**config.mk**
```make
export PLATFORM = sky130hd
export DESIGN_NAME = muldiv_unit
export DESIGN_NICKNAME = d
export VERILOG_FILES = /design/src/rtl/muldiv_unit.sv
export SDC_FILE = /design/constraint.sdc
export NUM_CORES = 1
export LEC_CHECK = 0
export ABC_AREA = 1
export BUFFER_PORTS_ARGS = -buffer_cell sky130_fd_sc_hd__clkbuf_2
export CORE_MARGIN = 2
export CORE_UTILIZATION = 45
export CTS_CLUSTER_DIAMETER = 150
export DETAILED_ROUTE_END_ITERATION = 6
export GPL_TIMING_DRIVEN = 0
export PLACE_DENSITY = 0.61
export SLEW_MARGIN = 30
export SYNTH_ARGS = -nofsm -noshare
export SYNTH_HDL_FRONTEND = slang
export SYNTH_SLANG_ARGS = --single-unit
```
**constraint.sdc**
```tcl
create_clock -name clk -period 3.3 [get_ports clk]
set_clock_uncertainty 0.15 [all_clocks]
set_input_delay 0.33 -clock clk [delete_from_list [all_inputs] [get_ports clk]]
set_output_delay 0.33 -clock clk [all_outputs]
set_load 0.05 [all_outputs]
```
**src/rtl/muldiv_unit.sv**
```systemverilog
// Iterative RV32M multiply/divide unit: shift-add multiply, restoring divide,
// one iteration per cycle, with a final sign-fix / special-case cycle.
module muldiv_unit #(
    parameter  int Width             = 32,
    localparam int ISA__FUNCT3_WIDTH = 3
) (
    input  logic                         clk,
    input  logic                         rst_n,
    input  logic                         start,
    input  logic                         kill,
    input  logic [Width-1:0]             a,
    input  logic [Width-1:0]             b,
    input  logic [ISA__FUNCT3_WIDTH-1:0] op,
    output logic                         busy,
    output logic                         done,
    output logic [Width-1:0]             c
);
    localparam int CntW = $clog2(Width);

    localparam logic [2:0] OP_MUL    = 3'b000;
    localparam logic [2:0] OP_MULH   = 3'b001;
    localparam logic [2:0] OP_MULHSU = 3'b010;
    localparam logic [2:0] OP_MULHU  = 3'b011;
    localparam logic [2:0] OP_DIV    = 3'b100;
    localparam logic [2:0] OP_DIVU   = 3'b101;
    localparam logic [2:0] OP_REM    = 3'b110;

    typedef enum logic [1:0] {IDLE, CALC, FIX} state_t;

    state_t                         state_reg;
    logic [ISA__FUNCT3_WIDTH-1:0]   op_reg;
    logic [Width:0]                 a_mag_reg, b_mag_reg;
    logic                           a_neg_reg, b_neg_reg;
    logic [Width-1:0]               a_orig_reg;
    logic [2*Width:0]               acc_reg;
    logic [CntW-1:0]                count_reg;
    logic [Width-1:0]               c_reg;
    logic                           done_reg, busy_reg;

    // Operand conditioning at acceptance: sign bits and Width+1-bit magnitudes.
    logic           sign_a, sign_b;
    logic [Width:0] a_mag_in, b_mag_in;

    assign sign_a   = a[Width-1] & (op == OP_MULH || op == OP_MULHSU || op == OP_DIV || op == OP_REM);
    assign sign_b   = b[Width-1] & (op == OP_MULH || op == OP_DIV || op == OP_REM);
    assign a_mag_in = sign_a ? ({1'b0, ~a} + {{Width{1'b0}}, 1'b1}) : {1'b0, a};
    assign b_mag_in = sign_b ? ({1'b0, ~b} + {{Width{1'b0}}, 1'b1}) : {1'b0, b};

    // Multiply step: acc = {partial product (Width+1), remaining multiplier (Width)}.
    logic [Width:0]   mul_sum;
    logic [2*Width:0] mul_next;

    assign mul_sum  = acc_reg[2*Width:Width] + (acc_reg[0] ? a_mag_reg : '0);
    assign mul_next = {1'b0, mul_sum, acc_reg[Width-1:1]};

    // Divide step: acc = {remainder (Width+1), dividend bits / quotient bits (Width)}.
    logic [Width:0]   div_rem_sh, div_rem_new;
    logic [Width+1:0] div_trial;
    logic             q_bit;
    logic [2*Width:0] div_next;

    assign div_rem_sh  = {acc_reg[2*Width-1:Width], acc_reg[Width-1]};
    assign div_trial   = {1'b0, div_rem_sh} - {1'b0, b_mag_reg};
    assign q_bit       = ~div_trial[Width+1];
    assign div_rem_new = q_bit ? div_trial[Width:0] : div_rem_sh;
    assign div_next    = {div_rem_new, acc_reg[Width-2:0], q_bit};

    // Sign correction and result selection for the FIX cycle.
    logic [2*Width-1:0] prod, prod_fix;
    logic [Width-1:0]   quot_fix, rem_fix, result;
    logic               div_zero, overflow;

    assign prod     = acc_reg[2*Width-1:0];
    assign prod_fix = (a_neg_reg ^ b_neg_reg) ? -prod : prod;
    assign quot_fix = (a_neg_reg ^ b_neg_reg) ? -acc_reg[Width-1:0] : acc_reg[Width-1:0];
    assign rem_fix  = a_neg_reg ? -acc_reg[2*Width-1:Width] : acc_reg[2*Width-1:Width];
    assign div_zero = (b_mag_reg == '0);
    assign overflow = (a_orig_reg == {1'b1, {(Width-1){1'b0}}}) && b_neg_reg
                      && (b_mag_reg == {{Width{1'b0}}, 1'b1});

    always_comb begin
        result = '0;
        case (op_reg)
            OP_MUL:                       result = prod_fix[Width-1:0];
            OP_MULH, OP_MULHSU, OP_MULHU: result = prod_fix[2*Width-1:Width];
            OP_DIV, OP_DIVU: begin
                if (div_zero)      result = '1;
                else if (overflow) result = {1'b1, {(Width-1){1'b0}}};
                else               result = quot_fix;
            end
            default: begin
                if (div_zero)      result = a_orig_reg;
                else if (overflow) result = '0;
                else               result = rem_fix;
            end
        endcase
    end

    always_ff @(posedge clk or negedge rst_n) begin
        if (!rst_n) begin
            state_reg  <= IDLE;
            op_reg     <= '0;
            a_mag_reg  <= '0;
            b_mag_reg  <= '0;
            a_neg_reg  <= 1'b0;
            b_neg_reg  <= 1'b0;
            a_orig_reg <= '0;
            acc_reg    <= '0;
            count_reg  <= '0;
            c_reg      <= '0;
            done_reg   <= 1'b0;
            busy_reg   <= 1'b0;
        end else begin
            done_reg <= 1'b0;
            case (state_reg)
                IDLE: begin
                    if (start && !kill) begin
                        op_reg     <= op;
                        a_mag_reg  <= a_mag_in;
                        b_mag_reg  <= b_mag_in;
                        a_neg_reg  <= sign_a;
                        b_neg_reg  <= sign_b;
                        a_orig_reg <= a;
                        acc_reg    <= op[2] ? {{(Width+1){1'b0}}, a_mag_in[Width-1:0]}
                                            : {{(Width+1){1'b0}}, b_mag_in[Width-1:0]};
                        count_reg  <= '0;
                        busy_reg   <= 1'b1;
                        state_reg  <= CALC;
                    end
                end
                CALC: begin
                    if (kill) begin
                        busy_reg  <= 1'b0;
                        state_reg <= IDLE;
                    end else begin
                        acc_reg   <= op_reg[2] ? div_next : mul_next;
                        count_reg <= count_reg + 1'b1;
                        if (count_reg == CntW'(Width - 1))
                            state_reg <= FIX;
                    end
                end
                FIX: begin
                    busy_reg  <= 1'b0;
                    state_reg <= IDLE;
                    if (!kill) begin
                        c_reg    <= result;
                        done_reg <= 1'b1;
                    end
                end
                default: begin
                    busy_reg  <= 1'b0;
                    state_reg <= IDLE;
                end
            endcase
        end
    end

    assign busy = busy_reg;
    assign done = done_reg;
    assign c    = c_reg;

endmodule
```
# --- Word-level counts from Yosys, hierarchy flattened ---
# Index checks and enable logic that the tools add are counted.
totals:
  reg_bits: 209
  output_inout_bits: 34
  wordCells: 94
classes:
  muxes: 29
  bitwise: 7
  n_addsub: 8
  reduce_logical: 20
  n_eq_ne: 18
ops:
  columns: ["operator", "n"]
  rows:
  - ["2-to-1 mux 32 bit", 7]
  - ["2-to-1 mux 65 bit", 3]
  - ["2-to-1 mux 33 bit", 4]
  - ["case mux 65 bit (2 select lines)", 1]
  - ["case mux 32 bit (3 select lines)", 1]
  - ["adder 32 x 1 -> 33 bit, second input constant", 2]
  - ["2-to-1 mux 64 bit", 1]
  - ["negation 32 bit", 2]
  - ["negation 64 bit", 1]
  - ["NOT 32 bit", 2]
  - ["subtractor 33 x 33 -> 34 bit", 1]
  - ["adder 33 bit", 1]
  - ["== test 33 x 1 -> 1 bit, second input constant", 1]
  - ["zero test 33 bit", 1]
  - ["== test 32 bit, second input constant", 1]
  - ["== test 3 bit, second input constant", 4]
  - ["2-to-1 mux 5 bit", 2]
  - ["case mux 5 bit (2 select lines)", 1]
  - ["== test 3 x 2 -> 1 bit, second input constant", 3]
  - ["AND reduction 2 bit", 4]
  - ["== test 3 x 1 -> 1 bit, second input constant", 2]
  - ["2-to-1 mux 2 bit", 3]
  - ["inequality test 2 bit, second input constant", 3]
  - ["adder 5 x 1 -> 5 bit, second input constant", 1]
  - ["19 further kinds", 30]

# --- Longest topological paths before layout ---
# Gate-level depths: netlist of run 1.
logic_depth:
  depth_word: 9
  mapped_depth: 20
  depth_no_buf: 18

# --- Worst setup path before layout of run 1 ---
# OpenSTA, ideal clock, no wires.
synth_path:
  kind: "flip-flop to flip-flop"
  from: "register acc_reg[0]"
  to: "register acc_reg[55]"
  stages_incl_launch_ff: 20
  t_arrival_ns: 2.422
  setup_time_ns: 0.118
  setup_slack_ns: 0.610
  path_cell_list: "dfrtp_1 buf_2 buf_1 nand2_1 inv_1 ha_1 inv_1 fa_1 inv_1 nand3_1 nand3_1 nand2_1 nand3_1 nand2_1 nand2_1 nand2_1 nand3_1 nand3_1 nand3_1 nand2_1"
synth_between:
  elab_chain_len: 5
synth_rtl:
  columns: ["element", "line_no", "source"]
  rows:
  - ["start: declaration", "35", "logic [2*Width:0] acc_reg;"]
  - ["start signal: assignment", "124", "acc_reg <= op[2] ? {{(Width+1){1'b0}}, a_mag_in[Width-1:0]}"]
  - ["start signal: assignment", "136", "acc_reg <= op_reg[2] ? div_next : mul_next;"]
  - ["2-to-1 mux 33 bit", "53", "assign mul_sum = acc_reg[2*Width:Width] + (acc_reg[0] ? a_mag_reg : '0);"]
  - ["adder 33 bit", "53", null]
  - ["2-to-1 mux 65 bit", "136", null]
  - ["2-to-1 mux 65 bit", "132", "if (kill) begin"]
  - ["case mux 65 bit (2 select lines)", "115", "case (state_reg)"]
# No other way between the ends. The select of a mux whose other input is x is not followed.
# A chain may end at the register's enable or synchronous reset.

# --- Worst setup path after layout of run 1 ---
layout_path:
  from: "register acc_reg[50]"
  to: "register acc_reg[48]"
layout_between:
  elab_chain_len: 5
layout_rtl:
  columns: ["element", "line_no", "source"]
  rows:
  - ["subtractor 33 x 33 -> 34 bit", "63", "assign div_trial = {1'b0, div_rem_sh} - {1'b0, b_mag_reg};"]
  - ["2-to-1 mux 33 bit", "65", "assign div_rem_new = q_bit ? div_trial[Width:0] : div_rem_sh;"]
  - ["2-to-1 mux 65 bit", "136", null]
  - ["2-to-1 mux 65 bit", "132", null]
  - ["case mux 65 bit (2 select lines)", "115", null]
# No other way between the ends. The select of a mux whose other input is x is not followed.

==> reports/results.tsv, run 1 <==
metric	value	unit
antenna_cells	0	
area_delta_synth_final	13.3	%
dieWidth	219	microns
p_comb_frac	0.662	
multi_input_area	0.0132	sq mm
avgSynthCellArea	5.78	sq um
grt_max_degree	83	
synth_edf_count	0	
postRouteWirelength	100000	microns
dieArea	0.0480	sq mm
period_needed	3130	ps
clockBufferDepth	3	
start_kind	flip-flop	
grt_usage	0.416	
synth_area_leaders	dfrtp_1 (25%), nand2_1 (23%), nand3_1 (9.7%)	
first_pass_iters	7	
cts_buffers	27	
drt-initial-drc-count	3243	
cts_root_buffer	clkbuf_16	
fillers	4872	
initial_core_util	0.457	
vias	25300	
outcome	complete, no violations	
placedCellCount	4304	
coreArea	0.0455	sq mm
max_freq	0.319	GHz
crit_slowest_cell	dfrtp_1	
grt_pass1_vias	23400	
cap_violations	0	
p_leak	12.6	nW
synth_top_area_frac	0.250	
max_stage_delay	700	ps
p_switching	0.0144	W
rows	78	
path_class	flip-flop to flip-flop	
crit_path_end_kind	flip-flop	
port_buffers	104	
crit_top_cell	nand2_1	
synth_nets	3742	
yosys.area.top_type	dfrtp_1	
switching_share	0.583	
place_hpwl	83400	microns
htreeDepth	1	
grt.overflow.total	0	
seq_area	0.00521	sq mm
yosysSeqAreaShare	0.250	
p_int	0.0103	W
final.period_utilization	0.949	
syn-instance-count	3598	
path_clk_slew	60	ps
ant_nets	0	
synth_seq_cells	208	
synth-main-ff-cell	dfrtp_1	
async_flop_share	1.00	
maxSlewViolCount	0	
drive_above_1_share	0.0767	
yosysWarnings	0	
p_seq_frac	0.203	
nets	3919	
worst-path-max-fanout	10	
vias_per_cell	5.77	
gp_congestion	1.13	
largest_register_ffs	65	
path_cells	ha_1 -> nand2_2 -> inv_1 -> nand2_1 -> nand2_1 -> a21oi_2 -> nor2_1 -> nor2_4 -> nand2_8 -> buf_6 -> inv_4 -> nand2_1 -> nand2_1 -> nand2_1 -> nand2_1 -> nand2_1	
power.share.clock	0.136	
relSlewSlack	0.283	
antenna_found_initial	0	
wire_per_inst	22.8	microns
final_cells	4393	
rsz0062_at_grt	no	
crit_arrival	3480	ps
power	0.0246	W
grt_pass1_wl	147000	microns
worst_pin_slew	1060	ps
vdd_drop_max	0.000577	V
ys_types	54	
cts_sinks	208	
final_util	0.518	
hold_class	input pin to flip-flop	
power_density	1050	mW/mm^2
cts_tree	done	
finalSetupViolCount	0	
cp.required	3640	ps
finalHoldViolCount	0	
clk-insertion-delay-late	600	ps
io_pins	105	
die_h	219	microns
synth_area	0.0208	sq mm
drc_errors	0	
## cells by family (layout without fill, tap and decap cells)
group	after synthesis	after routing	synth area share
xor+xnor	87	87	0.0366
fa+ha+maj	73	73	0.0446
simple gates	2261	2261	0.459
buf+inv	600	795	0.114
flops	208	208	0.250
compound gates	369	369	0.0955
## power by group through the flow
stage,combinational [W],clock [W],sequential [W]
2_1_floorplan,0.0105,0,0.00423
3_3_place_gp,0.0154,0,0.00490
3_5_place_dp,0.0155,0,0.00494
4_1_cts,0.0157,0.00334,0.00490
5_1_grt,0.0176,0.00345,0.00503
6_report,0.0163,0.00334,0.00499
## worst max-delay path: cells and delay by family, from the launching register on
family                     cells  cell delay [ps]
and+or+nand+nor               11             1220
DFF                            1              700
buffers and inverters          3              370
AOI/OAI and AO/OA              1              180
adders and majority gates      1              410
## per-stage QoR
step | hold WS (ps) | area, sq um | TNS, ps | setup WS [ps]
final | 18.6 | 23600 | 0 | 167
after global routing | 20.4 | 23600 | 0 | 21.9
after CTS | 6.02 | 23500 | 0 | 57.6
after detailed placement | 181 | 22100 | -596 | -194
after global placement | 314 | 22100 | -489180 | -2390
after floorplan | -116 | 20800 | 0 | 610
## worst paths after layout
kind                                         start  slack, ps                         end  cells past startpoint
max                        acc_reg[50]$_DFFE_PN0P_        170     acc_reg[48]$_DFFE_PN0P_                     16
min                                          a[18]         20  a_orig_reg[18]$_DFFE_PN0P_                      3
max reg2reg                acc_reg[50]$_DFFE_PN0P_        170     acc_reg[48]$_DFFE_PN0P_                     16
min reg2reg                      c[21]$_DFFE_PN0P_        320           c[21]$_DFFE_PN0P_                      2
max in group asynchronous                    rst_n       1660   a_orig_reg[9]$_DFFE_PN0P_                      4
min in group asynchronous                    rst_n        130     acc_reg[45]$_DFFE_PN0P_                      2
## synth_stat cells (all sizes together) (24+ instances only)
master,number
nand2,1282
inv,488
nor2,442
nand3,405
dfrtp,208
o21ai,181
a21oi,123
ha,71
xor2,71
buf,58
clkbuf,53
nand4,48
a31oi,32
nor3,29
nand3b,24
## metal layers
metal  track usage  wire, microns  vias to the layer above
met3         0.112          11100                      304
met4         0.244           7000                        0
met5             0              0                        -
met1         0.543          40700                    11800
li1              -              -                    11700
met2         0.617          41500                     1451
## cell usage in the layout, fill, tap and decap left out, types with 10 or more instances in the layout
cell,n
a21oi_1,121
a31oi_1,32
and2_1,10
buf_1,11
buf_2,33
clkbuf_1,55
clkbuf_16,27
clkbuf_2,103
dfrtp_1,206
dlygate4sd3_1,43
ha_1,71
inv_1,462
inv_2,23
nand2_1,1259
nand2_2,16
nand3_1,401
nand3b_1,24
nand4_1,48
nor2_1,422
nor2_2,16
nor3_1,26
o21ai_0,169
o21ai_1,11
or2_2,12
xnor2_1,16
xor2_1,71
## what timing repair did
action,in CTS,in global routing
hold buffers,43,0
endpoints found under the setup margin,6,15
buffers inserted,0,0
gates resized for setup,0,8
endpoints found under the hold margin,98,0
## final cells by class
cell class | instances | area share
Clock buffer | 33 | 0.0313
Buffer | 110 | 0.0228
Tap cell | 600 | 0.0319
Inverter | 489 | 0.0783
Multi-Input combinational cell | 2790 | 0.561
Sequential cell | 208 | 0.221
Timing Repair Buffer | 149 | 0.0431
Clock inverter | 14 | 0.0102
(Power assumes the default switching activity.)
==> run 2, diff against run 1 <==
Settings changed: CAP_MARGIN from default to 20, CORE_MARGIN 2 to 5.
Clock period 3.3 ns to 3.8 ns, I/O delays scaled along.
==> reports/results.tsv, run 2 (synthesis results as in run 1) <==
metric	value	unit
r2r-start	a_mag_reg[0]$_DFFE_PN0P_	
outcome	complete, no violations	
p_int	0.00877	W
gp_congestion	1.08	
worst_pin_slew	1030	ps
dieArea	0.0506	sq mm
power.share.clock	0.131	
switching_share	0.586	
initial_core_util	0.456	
postRouteWirelength	99700	microns
vias	25100	
p_comb_frac	0.666	
finalSetupViolCount	0	
drive_above_1_share	0.0760	
p_switching	0.0124	W
worst-path-max-fanout	10	
cts_tree	done	
coreArea	0.0456	sq mm
grt_usage	0.381	
finalHoldViolCount	0	
antenna_found_initial	1	
post_cts_buffers	0	
htreeDepth	1	
drt-initial-drc-count	3513	
io_pins	105	
clk-insertion-delay-late	590	ps
cts_root_buffer	clkbuf_16	
start_kind	flip-flop	
final.period_utilization	0.921	
crit_arrival	3830	ps
stdcell_area	0.0233	sq mm
path_clk_slew	60	ps
p_seq_frac	0.203	
place_hpwl	82900	microns
dp_slack	324	ps
maxSlewViolCount	0	
clockBufferDepth	3	
wire_per_inst	22.8	microns
vias_per_cell	5.74	
grt_max_degree	83	
cap_violations	0	
ant_nets	0	
power_density	907	mW/mm^2
rows	78	
largest_register_ffs	65	
grt_pass1_vias	23000	
antenna_cells	0	
min_from	a[26]	
crit_path_end_kind	flip-flop	
first_pass_iters	7	
nets	3901	
port_buffers	104	
relSlewSlack	0.308	
hold_class	input pin to flip-flop	
finalWorstSetupSlack	300	ps
die_h	225	microns
layout_commonest_cell	nand2_1	
period_needed	3500	ps
cts_buffers	27	
dieWidth	225	microns
max_freq	0.286	GHz
grt.overflow.total	0	
area_delta_synth_final	12.2	%
path_class	flip-flop to flip-flop	
rsz0062_at_grt	no	
vdd_drop_max	0.000526	V
cts_sinks	208	
drc_errors	0	
worstSetupStartpoint	a_mag_reg[0]$_DFFE_PN0P_	
cp.required	4130	ps
placed_cell_area	0.0221	sq mm
p_leak	12.5	nW
grt_pass1_wl	145000	microns
mostFrequentLayoutCells	nand2_1 (1,259), inv_1 (464), nor2_1 (422), nand3_1 (402), dfrtp_1 (208)	
fillers	4971	
[run 2: cell types whose count changed in the layout (fill, tap and decap cells not counted), sizes merged]
cell	previous run	this run
dlygate4sd3	43	25
clkbuf	190	196
bufinv	6	3
clkinv	7	6
clkinvlp	1	2
[run 2: through the flow]
| stage | setup TNS, ps | total power [W] | utilization | hold slack, ps | std cells |
|---|---|---|---|---|---|
| final | 0 | 0.0212 | 0.512 | 23.3 | 4378 |
| after global routing | 0 | 0.0224 | 0.512 | 31.4 | 4378 |
| after CTS | 0 | 0.0206 | 0.512 | 0.731 | 4379 |
| after detailed placement | 0 | 0.0178 | 0.486 | 233 | 4304 |
| after global placement | -404200 | 0.0176 | 0.484 | 314 | 4302 |
| after floorplan | 0 | 0.0128 | - | -65.6 | 3598 |
[run 2: final timing paths]
check / cells past startpoint / slack [ps] / end
max: 13 / 300 / c[23]$_DFFE_PN0P_
min: 3 / 20 / a_mag_reg[26]$_DFFE_PN0P_
max reg2reg: 13 / 300 / c[23]$_DFFE_PN0P_
min reg2reg: 2 / 320 / c[21]$_DFFE_PN0P_
max in group asynchronous: 3 / 2500 / c[11]$_DFFE_PN0P_
min in group asynchronous: 2 / 180 / b_mag_reg[20]$_DFFE_PN0P_
[run 2: layer usage]
layer  GRT usage  routed length, microns  up-vias
met5           0                      13        -
met4       0.189                    6410        2
met3      0.0930                   10800      268
met2       0.567                   41600     1479
met1       0.516                   40800    11700
li1            -                       -    11700
[run 2: power by group through the flow]
stage / logic (W) / clock network [W] / registers (W)
2_1_floorplan: 0.00908 / 0 / 0.00367
5_1_grt: 0.0152 / 0.00288 / 0.00433
6_report: 0.0141 / 0.00277 / 0.00430
3_5_place_dp: 0.0135 / 0 / 0.00426
4_1_cts: 0.0136 / 0.00279 / 0.00422
3_3_place_gp: 0.0133 / 0 / 0.00422
[run 2: worst max-delay path: stages (launching register included)]
cell and delay (ps):
dfrtp_1 490, nor2_1 400, nand3_1 340, nor2_1 170, nand2_1 190, nor2_1 170
nand3_2 350, nand2_1 150, nand2_1 90, clkbuf_1 270, nand3_1 310, nand3_1 160
nand2_1 100, nand2_1 50
[run 2: repair_timing]
item / CTS / global route
endpoints found under the hold margin: 74 / 0
resized for setup: 0 / 0
hold buffers: 25 / 0
endpoints found under the setup margin: 0 / 1
[run 2: layout make-up]
cell class                      instances  area [sq um]  area share
Clock inverter                         11           154     0.00659
Tap cell                              600           751      0.0322
Sequential cell                       208          5200       0.223
Multi-Input combinational cell       2790         13200       0.566
Clock buffer                           39           801      0.0343
Buffer                                110           532      0.0228
Timing Repair Buffer                  131           835      0.0358
Inverter                              489          1850      0.0791
